[src/rtl/saturn_debug_uart_tx.sv]
// saturn_debug_uart_tx
// Buffers debug characters from the bus controller in a small FIFO and shifts
// them out as 8N1 asynchronous serial, LSB first. Timing runs on the raw clock,
// so output keeps draining while the CPU core is halted.
// FIFO_LOG2 must be at least 1 and CLKS_PER_BIT at least 2.
module saturn_debug_uart_tx #(
    parameter int CLKS_PER_BIT = 104,
    parameter int FIFO_LOG2    = 4
) (
    input  logic                 i_clk,
    input  logic                 i_reset_n,
    input  logic                 i_char_valid,
    input  logic [7:0]           i_char,
    output logic                 o_char_ready,
    output logic                 o_tx,
    output logic                 o_busy,
    output logic [FIFO_LOG2:0]   o_fifo_count,
    output logic                 o_overflow
);

    localparam int DEPTH = 2 ** FIFO_LOG2;
    localparam int TW    = (CLKS_PER_BIT > 2) ? $clog2(CLKS_PER_BIT) : 1;

    localparam logic [TW-1:0]        TIMER_MAX = TW'(CLKS_PER_BIT - 1);
    localparam logic [TW-1:0]        TIMER_ONE = TW'(1);
    localparam logic [FIFO_LOG2:0]   CNT_ONE   = (FIFO_LOG2 + 1)'(1);
    localparam logic [FIFO_LOG2:0]   CNT_FULL  = (FIFO_LOG2 + 1)'(DEPTH);
    localparam logic [FIFO_LOG2-1:0] PTR_ONE   = FIFO_LOG2'(1);
    localparam logic [2:0]           BIT_ONE   = 3'd1;
    localparam logic [2:0]           BIT_LAST  = 3'd7;

    typedef enum logic [1:0] {
        IDLE,
        START,
        DATA,
        STOP
    } state_e;

    state_e                 state_q, state_d;
    logic [TW-1:0]          timer_q, timer_d;
    logic [2:0]             bit_q, bit_d;
    logic [7:0]             shift_q, shift_d;
    logic                   tx_q, tx_d;
    logic [FIFO_LOG2-1:0]   wr_ptr_q, wr_ptr_d;
    logic [FIFO_LOG2-1:0]   rd_ptr_q, rd_ptr_d;
    logic [FIFO_LOG2:0]     count_q, count_d;
    logic                   overflow_q, overflow_d;
    logic [7:0]             mem_q [DEPTH];

    logic                   push;
    logic                   pop;
    logic                   fifo_empty;
    logic                   bit_end;

    // Ready is taken from the registered count only, so a same-cycle pop never
    // lets a full FIFO accept a push.
    assign o_char_ready = (count_q != CNT_FULL);
    assign fifo_empty   = (count_q == '0);
    assign push         = i_char_valid && o_char_ready;
    assign bit_end      = (timer_q == TIMER_MAX);

    assign o_tx         = tx_q;
    assign o_fifo_count = count_q;
    assign o_overflow   = overflow_q;

    // Character storage; contents need no reset since the count gates reads.
    always_ff @(posedge i_clk) begin
        if (push) begin
            mem_q[wr_ptr_q] <= i_char;
        end
    end

    // State register for the FSM, bit timing, FIFO bookkeeping and the TX pin.
    always_ff @(posedge i_clk or negedge i_reset_n) begin
        if (!i_reset_n) begin
            state_q    <= IDLE;
            timer_q    <= '0;
            bit_q      <= '0;
            shift_q    <= '0;
            tx_q       <= 1'b1;
            wr_ptr_q   <= '0;
            rd_ptr_q   <= '0;
            count_q    <= '0;
            overflow_q <= 1'b0;
        end else begin
            state_q    <= state_d;
            timer_q    <= timer_d;
            bit_q      <= bit_d;
            shift_q    <= shift_d;
            tx_q       <= tx_d;
            wr_ptr_q   <= wr_ptr_d;
            rd_ptr_q   <= rd_ptr_d;
            count_q    <= count_d;
            overflow_q <= overflow_d;
        end
    end

    // Next-state logic: frame sequencing, bit timer, shifter and FIFO pops.
    always_comb begin
        state_d = state_q;
        timer_d = timer_q;
        bit_d   = bit_q;
        shift_d = shift_q;
        pop     = 1'b0;

        case (state_q)
            IDLE: begin
                timer_d = '0;
                bit_d   = '0;
                if (!fifo_empty) begin
                    pop     = 1'b1;
                    shift_d = mem_q[rd_ptr_q];
                    state_d = START;
                end
            end
            START: begin
                if (bit_end) begin
                    timer_d = '0;
                    bit_d   = '0;
                    state_d = DATA;
                end else begin
                    timer_d = timer_q + TIMER_ONE;
                end
            end
            DATA: begin
                if (bit_end) begin
                    timer_d = '0;
                    shift_d = shift_q >> 1;
                    bit_d   = bit_q + BIT_ONE;
                    if (bit_q == BIT_LAST) begin
                        state_d = STOP;
                    end
                end else begin
                    timer_d = timer_q + TIMER_ONE;
                end
            end
            STOP: begin
                if (bit_end) begin
                    timer_d = '0;
                    bit_d   = '0;
                    if (!fifo_empty) begin
                        pop     = 1'b1;
                        shift_d = mem_q[rd_ptr_q];
                        state_d = START;
                    end else begin
                        state_d = IDLE;
                    end
                end else begin
                    timer_d = timer_q + TIMER_ONE;
                end
            end
            default: begin
                state_d = IDLE;
                timer_d = '0;
                bit_d   = '0;
            end
        endcase
    end

    // FIFO pointer, occupancy and sticky overflow updates.
    always_comb begin
        wr_ptr_d   = push ? (wr_ptr_q + PTR_ONE) : wr_ptr_q;
        rd_ptr_d   = pop  ? (rd_ptr_q + PTR_ONE) : rd_ptr_q;
        count_d    = count_q;
        if (push && !pop) begin
            count_d = count_q + CNT_ONE;
        end else if (!push && pop) begin
            count_d = count_q - CNT_ONE;
        end
        overflow_d = overflow_q || (i_char_valid && !o_char_ready);
    end

    // Output decode: the TX level follows the upcoming state so the pin register
    // changes on the same edge as the state, and busy covers frame plus backlog.
    always_comb begin
        case (state_d)
            START:   tx_d = 1'b0;
            DATA:    tx_d = shift_d[0];
            default: tx_d = 1'b1;
        endcase
        o_busy = (state_q != IDLE) || !fifo_empty;
    end

endmodule

[config.mk]
export PLATFORM = sky130hd
export DESIGN_NAME = saturn_debug_uart_tx
export DESIGN_NICKNAME = d
export VERILOG_FILES = /design/src/rtl/saturn_debug_uart_tx.sv
export SDC_FILE = /design/constraint.sdc
export NUM_CORES = 1
export LEC_CHECK = 0
export ABC_CLOCK_PERIOD_IN_PS = 8100
export CORE_ASPECT_RATIO = 0.5
export CORE_MARGIN = 1.5
export CORE_UTILIZATION = 40
export DETAILED_ROUTE_END_ITERATION = 8
export PLACE_DENSITY = 0.66
export RECOVER_POWER = 100
export SETUP_SLACK_MARGIN = 0.3
export SLEW_MARGIN = 20
export SYNTH_ARGS = -nofsm -noshare
export SYNTH_HDL_FRONTEND = slang
export SYNTH_SLANG_ARGS = --single-unit
[constraint.sdc]
create_clock -name i_clk -period 8.1 [get_ports i_clk]
set_input_delay 1.215 -clock i_clk [delete_from_list [all_inputs] [get_ports i_clk]]
set_output_delay 1.215 -clock i_clk [all_outputs]
set_load 0.01 [all_outputs]
# After elaboration in Yosys (flattened, before gate mapping)
# Memory sizes are Yosys's and may differ from the RTL's.
# Cells that the tools add are included.
[totals]
out_inout_bits = 9
regBits = 35
inputBits = 11
mem_bits_rw = 128
word_cells = 71
latch_bits = 0
romBits = 0
n_memories = 1
[classes]
n_eq_ne = 11
n_lt_le_gt_ge = 0
add_sub_neg = 6
bitwise_logic = 0
n_mux = 24
div_mod_pow = 0
shift = 0
mul = 0
n_reduce_logical = 19
[mem_list]
columns = ["memory", "depth", "word_bits", "read_ports", "rd_clocked_by_memory_dff", "wr", "line_no", "source"]
rows = [
  ["mem_q", 16, 8, 1, 0, 1, "48", "logic [7:0] mem_q [DEPTH];"],
]
[op_table]
columns = ["op", "count"]
rows = [
  ["8-bit 2-to-1 mux", 3],
  ["8-bit one-hot mux with 3 select lines", 1],
  ["7-bit one-hot mux with 2 select lines", 1],
  ["2-bit 2-to-1 mux", 5],
  ["5-bit 2-to-1 mux", 2],
  ["3-bit one-hot mux with 3 select lines", 1],
  ["4-bit by 1-bit adder with 4-bit output (second input constant)", 2],
  ["2-bit one-hot mux with 4 select lines", 1],
  ["7-bit by 1-bit adder with 7-bit output (second input constant)", 1],
  ["7-bit equality test (second input constant)", 1],
  ["7-bit 2-to-1 mux", 1],
  ["2-bit equality test (second input constant)", 3],
  ["3-bit 2-to-1 mux", 2],
  ["5-bit by 1-bit adder with 5-bit output (second input constant)", 1],
  ["5-bit logical NOT", 1],
  ["1-bit 2-to-1 mux", 5],
  ["5-bit inequality test (second input constant)", 1],
  ["5-bit by 1-bit subtractor with 5-bit output (second input constant)", 1],
  ["2-bit by 1-bit equality test with 1-bit output (second input constant)", 2],
  ["1-bit logical AND", 4],
  ["1-bit logical NOT", 4],
  ["2-bit inequality test (second input constant)", 2],
  ["1-bit one-hot mux with 2 select lines", 2],
  ["2-bit nonzero test", 2],
  ["10 further kinds", 11],
]

# Depth between registers and ports, before layout
[logic_depth]
ltp_word = 7
depth_mapped = 14
ltp_nobuf = 13

# Worst setup path before layout
# No wires, ideal clock.
[synth_path]
path_kind = "input -> register"
startpoint = "in i_char_valid"
endpoint = "reg count_q[4], in the netlist o_fifo_count[4]"
setup_slack_ns = 5.037
stages = 10
arrival_ns = 2.929
n_path_buf = 1
cell_sequence = "and2_1 clkbuf_1 ha_1 inv_1 fa_1 a21o_1 a21oi_1 xnor2_1 nor2_1 xor2_1"
[synth_between]
elab_chain_cells = 4
[synth_lines]
columns = ["item", "line_no", "source"]
rows = [
  ["from (decl)", "12", "input logic i_char_valid,"],
  ["1-bit logical AND (*)", "59", "assign push = i_char_valid && o_char_ready;"],
  ["via push", "50", "logic push;"],
  ["1-bit logical NOT", "167", "end else if (!push && pop) begin"],
  ["1-bit logical AND", "167", ""],
  ["2-bit nonzero test (no source line)", "-", ""],
  ["to (signal assigned)", "93", "count_q <= count_d;"],
  ["to (decl)", "46", "logic [FIFO_LOG2:0] count_q, count_d;"],
]
# Mark *: on every way through the listed nets, which the timed path passes. The rest lies on a longest branch.
# A chain may end at the register's enable or synchronous reset.

# Final worst setup path
[layout_path]
startpoint = "reg count_q[2], in the netlist o_fifo_count[2]"
endpoint = "out o_busy"
[layout_between]
elab_chain_cells = 3
[layout_lines]
columns = ["item", "line_no", "source"]
rows = [
  ["5-bit logical NOT", "58", "assign fifo_empty = (count_q == '0);"],
  ["1-bit logical NOT", "181", "o_busy = (state_q != IDLE) || !fifo_empty;"],
  ["1-bit logical OR", "181", ""],
  ["to (decl)", "16", "output logic o_busy,"],
]
# Every way passes these cells.

==> impl_metrics.json <==
{
  "placed_cell_area_um2": 7470,
  "viasPerCell": 5.30,
  "status": "finished with violations",
  "setup_viol": 0,
  "cts_hold_buf": 0,
  "fin_area_um2": 8030,
  "initial_core_util_pct": 40.8,
  "grt_pass1_wl_um": 21100,
  "max_freq_ghz": 0.274,
  "highest_layer": "met5",
  "wl_per_cell_um": 19.5,
  "synth_nets": 448,
  "crit_arrival_ps": 2440,
  "synth_warnings": 0,
  "synth-main-ff-cell": "edfxtp_1",
  "fp.coreArea_um2": 17400,
  "ys_ff_latch": 163,
  "postCtsSetupBuffers": 0,
  "skew_ps": 12.6,
  "slew_headroom_pct": -28.5,
  "grt_usage_pct": 15.5,
  "die_y_um": 97.1,
  "drc": 0,
  "crit_path_start_kind": "flip-flop",
  "cts-htree-levels": 4,
  "root_buffer": "clkbuf_16",
  "syn_inst": 420,
  "crit_type": "flip-flop to output pin",
  "clockBufferDepth": 2,
  "period_share_pct": 45.1,
  "grt_max_degree": 36,
  "place_hpwl_um": 8240,
  "portBuffers": 19,
  "irDropWorstVdd_v": 0.000159,
  "drt_iter0_drc": 231,
  "fin_total_pwr_mw": 2.09,
  "path_max_fanout": 6,
  "synth_top_area_cell": "edfxtp_1",
  "max_cap_violations": 2,
  "hold_viol_final": 0,
  "gp_congestion": 0.839,
  "finalWirelength_um": 13500,
  "synth-edff-count": 128,
  "wl_met2_um": 6280,
  "ant_nets": 0,
  "clkTransAtPathRegs_ps": 70,
  "post-route-min-period_ps": 3660,
  "fp.dieArea_um2": 18600,
  "drive_gt1_share_pct": 13.4,
  "yosysMostFrequentCell": "edfxtp_1",
  "cts.repair.resized": 0,
  "antenna_found_initial": 2,
  "yosysUniqueCellTypes": 61,
  "async_flop_share_pct": 21.5,
  "io_pins": 20,
  "layout.nets": 471,
  "violations": "max-capacitance violations, max-slew violations",
  "clkLatencyLatePin_ps": 430,
  "slew_viol_final": 72,
  "grt_overflow": 0,
  "grt_pass1_vias": 3655,
  "hp-class": "flip-flop to flip-flop",
  "die-width_um": 191,
  "tightest_slew_ps": 1930,
  "yosysSeqAreaShare_pct": 66.7,
  "firstDrtPassIters": 6,
  "route.met3.wl_um": 534,
  "clock-sinks": 163,
  "cts_buffers": 17,
  "synth_area_um2": 7080,
  "rsz0062_at_grt": "no",
  "cts_tree": "yes",
  "cp_data_required_time_ps": 6880,
  "fin_setup_tns_ps": 0,
  "cp-end-kind": "output pin",
  "postLayoutCoreUtil_pct": 46.3,
  "p_leak_nw": 2.77,
  "synth.top_cell.area_share_pct": 54.3,
  "ys_top_cells_by_count": "128 x edfxtp_1, 34 x dfrtp_1, 22 x mux4_1, 22 x nor2_1, 18 x nand2_1",
  "syn2layout_area_growth_pct": 13.4,
  "cellPowerDensity_nw_per_um2": 260,
  "synth_area_leaders": "edfxtp_1 54%, dfrtp_1 12%, mux4_1 8.2%, ha_1 2.8%, mux4_2 2.5%",
  "synth.avg_cell_area_um2": 16.9,
  "vias": 3664,
  "wl_met1_um": 6530,
  "rows": 34
}
[final timing paths]
kind	depth (start not counted)	slack [ps]	startpoint	end
max in group asynchronous	1	5710	i_reset_n	wr_ptr_q[1]
min reg2reg	1	470	timer_q[0]	timer_q[0]
max	4	4440	o_fifo_count[2]	o_busy
min in group asynchronous	1	1300	i_reset_n	o_fifo_count[1]
min	1	470	timer_q[0]	timer_q[0]
max reg2reg	13	4630	state_q[1]	o_fifo_count[4]
[worst max-delay path: stages, from the launching register on]
cell	delay, ps
dfrtp_1	430
or4_4	590
nor2_1	400
nand2_1	100
clkdlybuf4s50_1	490
[layout by cell type (no fill, tap or decap), types with 11 or more instances in the layout]
cell type | synthesis | routed
nor2_1 | 22 | 23
nor2b_1 | 13 | 13
edfxtp_1 | 128 | 128
dfrtp_1 | 34 | 34
xnor2_1 | 11 | 11
a21oi_1 | 12 | 12
ha_1 | 16 | 16
dlygate4sd3_1 | 0 | 17
nand2_1 | 18 | 18
o21ai_0 | 14 | 15
mux4_1 | 22 | 22
clkbuf_16 | 0 | 17
[registers in the layout, summed over array words and instances, names as in the netlist]
signal and flops:
mem_q 128, shift_q 8, timer_q 7, o_fifo_count 5
rd_ptr_q 4, wr_ptr_q 4, bit_q 3, state_q 2
o_overflow 1, o_tx 1
[power by group]
group | internal (mW) | total (mW) | switching [mW]
Combinational | 0.109 | 0.253 | 0.145
Sequential | 0.996 | 1.05 | 0.0557
Clock | 0.413 | 0.781 | 0.368
[per-layer routing]
| layer | global-route usage [%] | up-vias |
|---|---|---|
| met5 | 0 | - |
| met4 | 5.29 | 2 |
| met3 | 4.26 | 15 |
| met2 | 24.1 | 73 |
| met1 | 21.2 | 1868 |
| li1 | - | 1706 |
[area by class of cell]
type                    count  area, um^2
clock buffers              17         425
flip-flops and latches    163        4720
multi-input cells         227        2170
well taps                 234         293
fillers                  1453        9330
clock inverters            15         166
inverters                  10        37.5
diodes                      1        2.50
repair buffers             24         210
[cell families after synthesis]
| kind of cell | Yosys count | share of synthesized area, % |
|---|---|---|
| flip-flops | 163 | 66.7 |
| AO/OA/AOI/OAI | 59 | 5.87 |
| adder cells (fa/ha/maj) | 17 | 3.11 |
| XOR/XNOR | 16 | 1.98 |
| buffers and inverters | 30 | 2.42 |
| multiplexers | 47 | 13.2 |
| AND/OR/NAND/NOR | 88 | 6.70 |
[stage by stage]
step / worst slack [ps] / hold slack [ps] / std cells
after floorplan: 5040 / 430 / 420
after global placement: 4460 / 451 / 658
after detailed placement: 4420 / 468 / 658
after CTS: 4540 / 477 / 690
after global routing: 4320 / 487 / 691
final: 4440 / 470 / 691
No activity file was read; power rests on OpenSTA's default activity.
